## config.mk

```make
export PLATFORM = sky130hd
export DESIGN_NAME = mem_arbiter_flat
export DESIGN_NICKNAME = d
export VERILOG_FILES = /design/src/rtl/mem_arbiter_if.sv /design/src/rtl/mem_arbiter.sv /design/src/flat_wrapper.sv
export SDC_FILE = /design/constraint.sdc
export NUM_CORES = 1
export LEC_CHECK = 0
export CAP_MARGIN = 20
export CORE_MARGIN = 4
export CORE_UTILIZATION = 37
export DETAILED_ROUTE_END_ITERATION = 12
export HOLD_SLACK_MARGIN = 0.08
export PLACE_DENSITY_LB_ADDON = 0.2
export SYNTH_ARGS = -nofsm -noshare
export SYNTH_HDL_FRONTEND = slang
export SYNTH_SLANG_ARGS = --single-unit
```

## constraint.sdc

```tcl
create_clock -name clk -period 3.7 [get_ports clk]
set_input_delay 0.925 -clock clk [delete_from_list [all_inputs] [get_ports clk]]
set_output_delay 0.925 -clock clk [all_outputs]
set_load 0.02 [all_outputs]
```

## src/rtl/mem_arbiter_if.sv

```systemverilog
// Requester and memory-side signals of the shared memory port arbiter.
// The slave modport is the arbiter's view; master is the requester/memory side.
interface mem_arbiter_if #(
  parameter int ADDR_W = 32,
  parameter int DATA_W = 32
);
  logic              if_req;
  logic [ADDR_W-1:0] if_addr;
  logic              if_ack;
  logic [DATA_W-1:0] if_rdata;

  logic              dm_req;
  logic              dm_we;
  logic [3:0]        dm_sel;
  logic [ADDR_W-1:0] dm_addr;
  logic [DATA_W-1:0] dm_wdata;
  logic              dm_ack;
  logic [DATA_W-1:0] dm_rdata;

  logic              stall;

  logic              mem_ce;
  logic              mem_we;
  logic [3:0]        mem_sel;
  logic [ADDR_W-1:0] mem_addr;
  logic [DATA_W-1:0] mem_wdata;
  logic [DATA_W-1:0] mem_rdata;

  modport slave (
    input  if_req, if_addr, dm_req, dm_we, dm_sel, dm_addr, dm_wdata, mem_rdata,
    output if_ack, if_rdata, dm_ack, dm_rdata, stall,
           mem_ce, mem_we, mem_sel, mem_addr, mem_wdata
  );

  modport master (
    output if_req, if_addr, dm_req, dm_we, dm_sel, dm_addr, dm_wdata, mem_rdata,
    input  if_ack, if_rdata, dm_ack, dm_rdata, stall,
           mem_ce, mem_we, mem_sel, mem_addr, mem_wdata
  );
endinterface

```

## src/rtl/mem_arbiter.sv

```systemverilog
// Shares one fixed-latency memory port between instruction fetch and data access.
// Data has priority; fetch wins a contested grant after two contested data wins.
module mem_arbiter #(
  parameter int ADDR_W = 32,
  parameter int DATA_W = 32,
  parameter int LAT    = 2
) (
  input logic          clk,
  input logic          rst,
  mem_arbiter_if.slave bus
);
  // state | meaning
  // IDLE  | no transaction, arbitrate pending requests
  // BUSY  | memory access in progress, mem_ce held for LAT cycles
  // RESP  | one-cycle ack to the owner with registered read data
  typedef enum logic [1:0] {IDLE, BUSY, RESP} state_t;

  localparam logic [3:0] CNT_INIT   = 4'(LAT - 1);
  localparam logic [1:0] STREAK_MAX = 2'd2;

  state_t            state, state_nxt;
  logic [3:0]        cnt;
  logic [1:0]        streak;
  logic              own_dm;
  logic [ADDR_W-1:0] addr_q;
  logic              we_q;
  logic [3:0]        sel_q;
  logic [DATA_W-1:0] wdata_q;
  logic [DATA_W-1:0] rdata_q;
  logic              grant_dm;
  logic              grant_if;
  logic              busy;

  // A contested data request loses only once the streak limit is reached.
  always_comb begin
    grant_dm  = 1'b0;
    grant_if  = 1'b0;
    state_nxt = state;
    case (state)
      IDLE: begin
        grant_dm = bus.dm_req & ~(bus.if_req & (streak == STREAK_MAX));
        grant_if = bus.if_req & ~grant_dm;
        if (grant_dm | grant_if) state_nxt = BUSY;
      end
      BUSY:    if (cnt == 4'd0) state_nxt = RESP;
      RESP:    state_nxt = IDLE;
      default: state_nxt = IDLE;
    endcase
  end

  always_ff @(posedge clk or posedge rst) begin
    if (rst) state <= IDLE;
    else     state <= state_nxt;
  end

  always_ff @(posedge clk or posedge rst) begin
    if (rst) begin
      cnt     <= 4'd0;
      streak  <= 2'd0;
      own_dm  <= 1'b0;
      addr_q  <= '0;
      we_q    <= 1'b0;
      sel_q   <= 4'h0;
      wdata_q <= '0;
      rdata_q <= '0;
    end else begin
      case (state)
        IDLE: begin
          if (grant_dm | grant_if) begin
            cnt     <= CNT_INIT;
            own_dm  <= grant_dm;
            addr_q  <= grant_dm ? bus.dm_addr : bus.if_addr;
            we_q    <= grant_dm & bus.dm_we;
            sel_q   <= grant_dm ? bus.dm_sel : 4'hF;
            wdata_q <= grant_dm ? bus.dm_wdata : '0;
          end
          if (grant_if)
            streak <= 2'd0;
          else if (grant_dm && bus.if_req && streak != STREAK_MAX)
            streak <= streak + 2'd1;
        end
        BUSY: begin
          if (cnt != 4'd0) cnt <= cnt - 4'd1;
          else             rdata_q <= we_q ? '0 : bus.mem_rdata;
        end
        default: ;
      endcase
    end
  end

  assign busy = (state == BUSY);

  assign bus.mem_ce    = busy;
  assign bus.mem_we    = busy & we_q;
  assign bus.mem_sel   = busy ? sel_q : 4'h0;
  assign bus.mem_addr  = busy ? addr_q : '0;
  assign bus.mem_wdata = busy ? wdata_q : '0;

  assign bus.if_ack   = (state == RESP) & ~own_dm;
  assign bus.dm_ack   = (state == RESP) & own_dm;
  assign bus.if_rdata = rdata_q;
  assign bus.dm_rdata = rdata_q;

  assign bus.stall = (bus.if_req & ~bus.if_ack) | (bus.dm_req & ~bus.dm_ack);
endmodule

```

## src/flat_wrapper.sv

```systemverilog
// flat-port wrapper written by rule: the top's interface ports become plain ports
module mem_arbiter_flat 
#(
  parameter int ADDR_W = 32,
  parameter int DATA_W = 32,
  parameter int LAT    = 2
)
  (clk, rst, bus_if_req, bus_if_addr, bus_dm_req, bus_dm_we, bus_dm_sel, bus_dm_addr, bus_dm_wdata, bus_mem_rdata, bus_if_ack, bus_if_rdata, bus_dm_ack, bus_dm_rdata, bus_stall, bus_mem_ce, bus_mem_we, bus_mem_sel, bus_mem_addr, bus_mem_wdata);
  mem_arbiter_if #(.ADDR_W(ADDR_W), .DATA_W(DATA_W)) bus_i ();
  input logic clk;
  input logic rst;
  input wire logic [$bits(bus_i.if_req)-1:0] bus_if_req;
  input wire logic [$bits(bus_i.if_addr)-1:0] bus_if_addr;
  input wire logic [$bits(bus_i.dm_req)-1:0] bus_dm_req;
  input wire logic [$bits(bus_i.dm_we)-1:0] bus_dm_we;
  input wire logic [$bits(bus_i.dm_sel)-1:0] bus_dm_sel;
  input wire logic [$bits(bus_i.dm_addr)-1:0] bus_dm_addr;
  input wire logic [$bits(bus_i.dm_wdata)-1:0] bus_dm_wdata;
  input wire logic [$bits(bus_i.mem_rdata)-1:0] bus_mem_rdata;
  output wire logic [$bits(bus_i.if_ack)-1:0] bus_if_ack;
  output wire logic [$bits(bus_i.if_rdata)-1:0] bus_if_rdata;
  output wire logic [$bits(bus_i.dm_ack)-1:0] bus_dm_ack;
  output wire logic [$bits(bus_i.dm_rdata)-1:0] bus_dm_rdata;
  output wire logic [$bits(bus_i.stall)-1:0] bus_stall;
  output wire logic [$bits(bus_i.mem_ce)-1:0] bus_mem_ce;
  output wire logic [$bits(bus_i.mem_we)-1:0] bus_mem_we;
  output wire logic [$bits(bus_i.mem_sel)-1:0] bus_mem_sel;
  output wire logic [$bits(bus_i.mem_addr)-1:0] bus_mem_addr;
  output wire logic [$bits(bus_i.mem_wdata)-1:0] bus_mem_wdata;
  assign bus_i.if_req = bus_if_req;
  assign bus_i.if_addr = bus_if_addr;
  assign bus_i.dm_req = bus_dm_req;
  assign bus_i.dm_we = bus_dm_we;
  assign bus_i.dm_sel = bus_dm_sel;
  assign bus_i.dm_addr = bus_dm_addr;
  assign bus_i.dm_wdata = bus_dm_wdata;
  assign bus_i.mem_rdata = bus_mem_rdata;
  assign bus_if_ack = bus_i.if_ack;
  assign bus_if_rdata = bus_i.if_rdata;
  assign bus_dm_ack = bus_i.dm_ack;
  assign bus_dm_rdata = bus_i.dm_rdata;
  assign bus_stall = bus_i.stall;
  assign bus_mem_ce = bus_i.mem_ce;
  assign bus_mem_we = bus_i.mem_we;
  assign bus_mem_sel = bus_i.mem_sel;
  assign bus_mem_addr = bus_i.mem_addr;
  assign bus_mem_wdata = bus_i.mem_wdata;
  mem_arbiter #(.ADDR_W(ADDR_W), .DATA_W(DATA_W), .LAT(LAT)) u_core (.clk(clk), .rst(rst), .bus(bus_i));
endmodule
```

# Yosys cells after proc, flatten, opt, wreduce, memory -nomap -nowiden
# Cells that the tools add are included.
# op_classes
add_sub_neg	2
mul	0
div	0
magnitude_cmp	0
n_eq_ne	8
shift	0
muxes	17
bitwise	18
n_reduce_logical	12
# ops
op	n
32-bit 2-to-1 mux	5
4-bit 2-to-1 mux	4
1-bit bitwise AND	9
2-bit 2-to-1 mux	4
4-bit case mux with 2 select lines	1
2-bit AND reduction	4
2-bit inequality test, second input constant	3
1-bit inverter	6
2-bit == test, second input constant	2
4-bit logical NOT	1
2-bit by 1-bit inequality test with 1-bit output, second input constant	2
2-bit case mux with 2 select lines	1
2-bit nonzero test	2
4-bit nonzero test	1
4-bit by 1-bit subtractor with 4-bit output, second input constant	1
1-bit bitwise OR	3
3-bit AND reduction	1
2-bit by 1-bit adder with 2-bit output, second input constant	1
2-bit by 1-bit == test with 1-bit output, second input constant	1
1-bit logical AND	2
2-bit logical NOT	1
1-bit 2-to-1 mux	2
# totals
ff_bits	110
latch_bits	0
ramBits	0
romBits	0
inputBits	137
n_memories	0

# Logic depth before layout (Yosys ltp)
# depth
ltp_word	10
depth_mapped	7

# Worst setup path after synthesis
# OpenSTA, ideal clock, no wires.
# synth_timing
kind	reg2out
start	reg u_core.state[0]
end	out bus_mem_addr[25]
arrival_time_ns	1.465
required_time_ns	2.775
slack_ns	1.310
stages_incl_launch_ff	5
path_buffers	2
path_cell_list	dfrtp_1 > nor2b_1 > clkbuf_1 > clkbuf_1 > and2_1
# synth_between
elab_chain_cells	2
# synth_lines
item	line	text
from (decl)	mem_arbiter.sv:21	state_t state, state_nxt;
from (signal assigned)	mem_arbiter.sv:53	else state <= state_nxt;
2-bit by 1-bit == test with 1-bit output	mem_arbiter.sv:91	assign busy = (state == BUSY);
named net bus_mem_ce	flat_wrapper.sv:25	output wire logic [$bits(bus_i.mem_ce)-1:0] bus_mem_ce;
32-bit 2-to-1 mux	mem_arbiter.sv:96	assign bus.mem_addr = busy ? addr_q : '0;
to (decl)	flat_wrapper.sv:28	output wire logic [$bits(bus_i.mem_addr)-1:0] bus_mem_addr;
# The timed path passes the listed nets, and every way through them passes these cells.

# Worst setup path in the final report
# layout_timing
start	reg u_core.state[0]
end	out bus_mem_addr[31]
# layout_between
elab_chain_cells	2
# layout_lines
item	line
2-bit by 1-bit == test with 1-bit output	mem_arbiter.sv:91
32-bit 2-to-1 mux	mem_arbiter.sv:96
# Every way passes these cells.

==> flow_summary.ini <==
[clock_network]
ctsHoldBuffers = 0
cts_made_buffers = 9
cts_root_buffer = clkbuf_16
cts_tree = yes
ctsResizeCount = 0
insertion_delay_ps = 350
cts.sinks = 110
post_cts_buffers = 0
h-tree-depth = 3
clkTransAtPathRegs_ps = 70
max-clock-path-buffers = 2

[setup_path]
end_kind = output port
start_kind = register
critPathMaxStageDelay_ps = 630
crit_arrival_ps = 2430
criticalPathCategory = register to output port
crit_slowest_cell = clkdlybuf4s50_1
cp.required_ps = 2770
cp_max_fo = 58
worstPathCellList = nor2b_4 > buf_12 > and2_1 > clkdlybuf4s50_1

[finish]
syn_to_final_growth_pct = 54.5
stdcell_count = 875
drive_above_1_share = 0.0970
regArea_mm2 = 0.00275
stdcell_area_mm2 = 0.00839
multi_input_area_mm2 = 0.00222
fillers = 1185
nets = 826
antenna_cells = 0

[floorplan]
core-area_mm2 = 0.0145
fp.dieH_um = 129
initial_core_util = 0.375
ios = 274
die-area_mm2 = 0.0167
die_w_um = 129
num_rows = 44

[drt]
routedWlPerCell_um = 18.0
routed_wl_um = 15800
drtIter0Drc = 145
dr.pass1.iters = 4
drtAntennaViolNets = 0
vias_per_cell = 5.07
route.detailed.drc = 0
vias = 4436

[logic_synthesis]
synth.distinct_cells = 35
ys_ff_latch = 110
synth_fa_ha_area_frac = 0.00461
yosys.area_share.simple = 0.178
synth-async-reset-ratio = 1.00
synth_top_family_by_area = simple AND/OR/NAND/NOR gates
synth.largest_area_cell = dfrtp_1
synth_edf_count = 0
syn_avg_cell_area_um2 = 11.8
muxShareOfSynthArea = 0.0922
yosysWarningCount = 0
yosys-top-cells-area = dfrtp_1, and2_1, mux2_4
post_synth_xor_area_fraction = 0
synth_top_area_share = 0.507
synth_cells = 461
synthFlopType = dfrtp_1
synth_compound_area_frac = 0.131
yosysSeqAreaShare = 0.507
synth.net_count = 600
synth_area_mm2 = 0.00543

[sta]
finalMaxSlewViolations = 0
setup_viol = 0
period_share = 0.905
tns_ps = 0
skew_ps = 8.94
max_freq_mhz = 299
rsz0062_at_grt = false
min_period_ps = 3350
setup_ws_ps = 350
tightestPinTransition_ps = 1050
slew_headroom = 0.297
hold_viol = 0

[grt]
overflow = 0
antenna_found_initial = 0
grt_max_degree = 111
grt_pass1_wl_um = 24200
first_global_vias = 4583
grt.total_usage = 0.185

[power]
leakagePower_nw = 3.75
ir_drop_mv = 0.382
finalPower_w = 0.00759
power_density_mw_per_mm2 = 905

[outcome]
outcome = finished clean

[place]
gp_congestion = 0.793
io_buffers = 273
post_dp_cell_area_mm2 = 0.00808
pre_cts_ws_ps = 395
place_inst = 860
post-dp-hpwl_um = 11200

[job]
cap_violations = 0

[worst_hold_path]
min_path_type = register to register
## metal layers
layer,vias to the layer above,part of all wire,track usage
met3,11,0.080,0.0610
met4,0,0.014,0.0506
met5,-,0,0
li1,2035,-,-
met1,2205,0.40,0.223
met2,185,0.51,0.317
## registers in the layout (all words and copies together), names as in the netlist, 2 cells and up
signal,count
u_core.addr_q,32
u_core.bus.dm_rdata,32
u_core.cnt,4
u_core.sel_q,4
u_core.state,2
u_core.streak,2
u_core.wdata_q,32
## Yosys cell counts, drive strengths merged (5+ instances only)
library cell / count
nor2b: 33
a221o: 32
a22o: 33
clkbuf: 23
dfrtp: 110
and2: 71
and3: 33
buf: 44
o21ai: 5
inv: 10
nand2: 8
mux2: 33
## worst max-delay path, delay by kind of cell (launching register included)
kind / cells / cell delay, ps
simple gates: 2 / 620
flops: 1 / 510
buf+inv: 2 / 910
## stage by stage
stage	hold slack [ps]	utilization
after CTS	492	0.580
after global routing	507	0.580
after floorplan	452	-
after global placement	466	0.558
after detailed placement	476	0.558
final	488	0.580
## power breakdown
part | switching (W) | total [W] | internal [W]
Combinational | 0.00213 | 0.00445 | 0.00232
Clock | 0.000448 | 0.00101 | 0.000563
Sequential | 0.000375 | 0.00213 | 0.00176
Total | 0.00295 | 0.00759 | 0.00464
## cells by family (layout without fill, tap and decap cells)
logic type,after synthesis,count (layout)
AOI/OAI and AO/OA,80,80
adders and majority gates,2,2
buffers and inverters,77,307
DFF,110,110
muxes,35,35
and+or+nand+nor,157,157
## cell usage in the layout (no fill, tap or decap), drive strengths merged, types with 2 or more instances in the layout
master         Yosys  final
clkdlybuf4s50      0    273
dfrtp            110    110
and2              71     71
and3              33     33
a22o              33     33
nor2b             33     33
mux2              33     33
a221o             32     32
clkbuf            23     11
inv               10     10
buf               44      9
nand2              8      8
o21ai              5      5
o22a               4      4
a21oi              4      4
nor3               3      3
mux2i              2      2
clkinvlp           0      2
ha                 2      2
nor3b              2      2
## cell type report
| class | count | area share |
|---|---|---|
| Timing Repair Buffer | 282 | 0.338 |
| Sequential cell | 110 | 0.328 |
| Inverter | 10 | 0.00492 |
| Clock inverter | 4 | 0.00656 |
| Tap cell | 184 | 0.0274 |
| Multi-Input combinational cell | 274 | 0.265 |
| Clock buffer | 11 | 0.0301 |
## path summary, 6_finish.rpt
kind / startpoint / end / slack [ps] / cells after the start
worst max-delay path: u_core.state[0]$_DFFE_PP0P_ / bus_mem_addr[31] / 350 / 4
worst min-delay path: u_core.sel_q[3]$_DFFE_PP0P_ / u_core.sel_q[3]$_DFFE_PP0P_ / 490 / 1
worst max register to register: u_core.cnt[0]$_DFFE_PP0P_ / u_core.bus.dm_rdata[7]$_DFFE_PP0P_ / 1260 / 5
worst min register to register: u_core.sel_q[3]$_DFFE_PP0P_ / u_core.sel_q[3]$_DFFE_PP0P_ / 490 / 1
max in group asynchronous: rst / u_core.streak[0]$_DFFE_PP0P_ / 2160 / 3
min in group asynchronous: rst / u_core.bus.dm_rdata[23]$_DFFE_PP0P_ / 1070 / 3
Power figures use the tool's default switching activity.
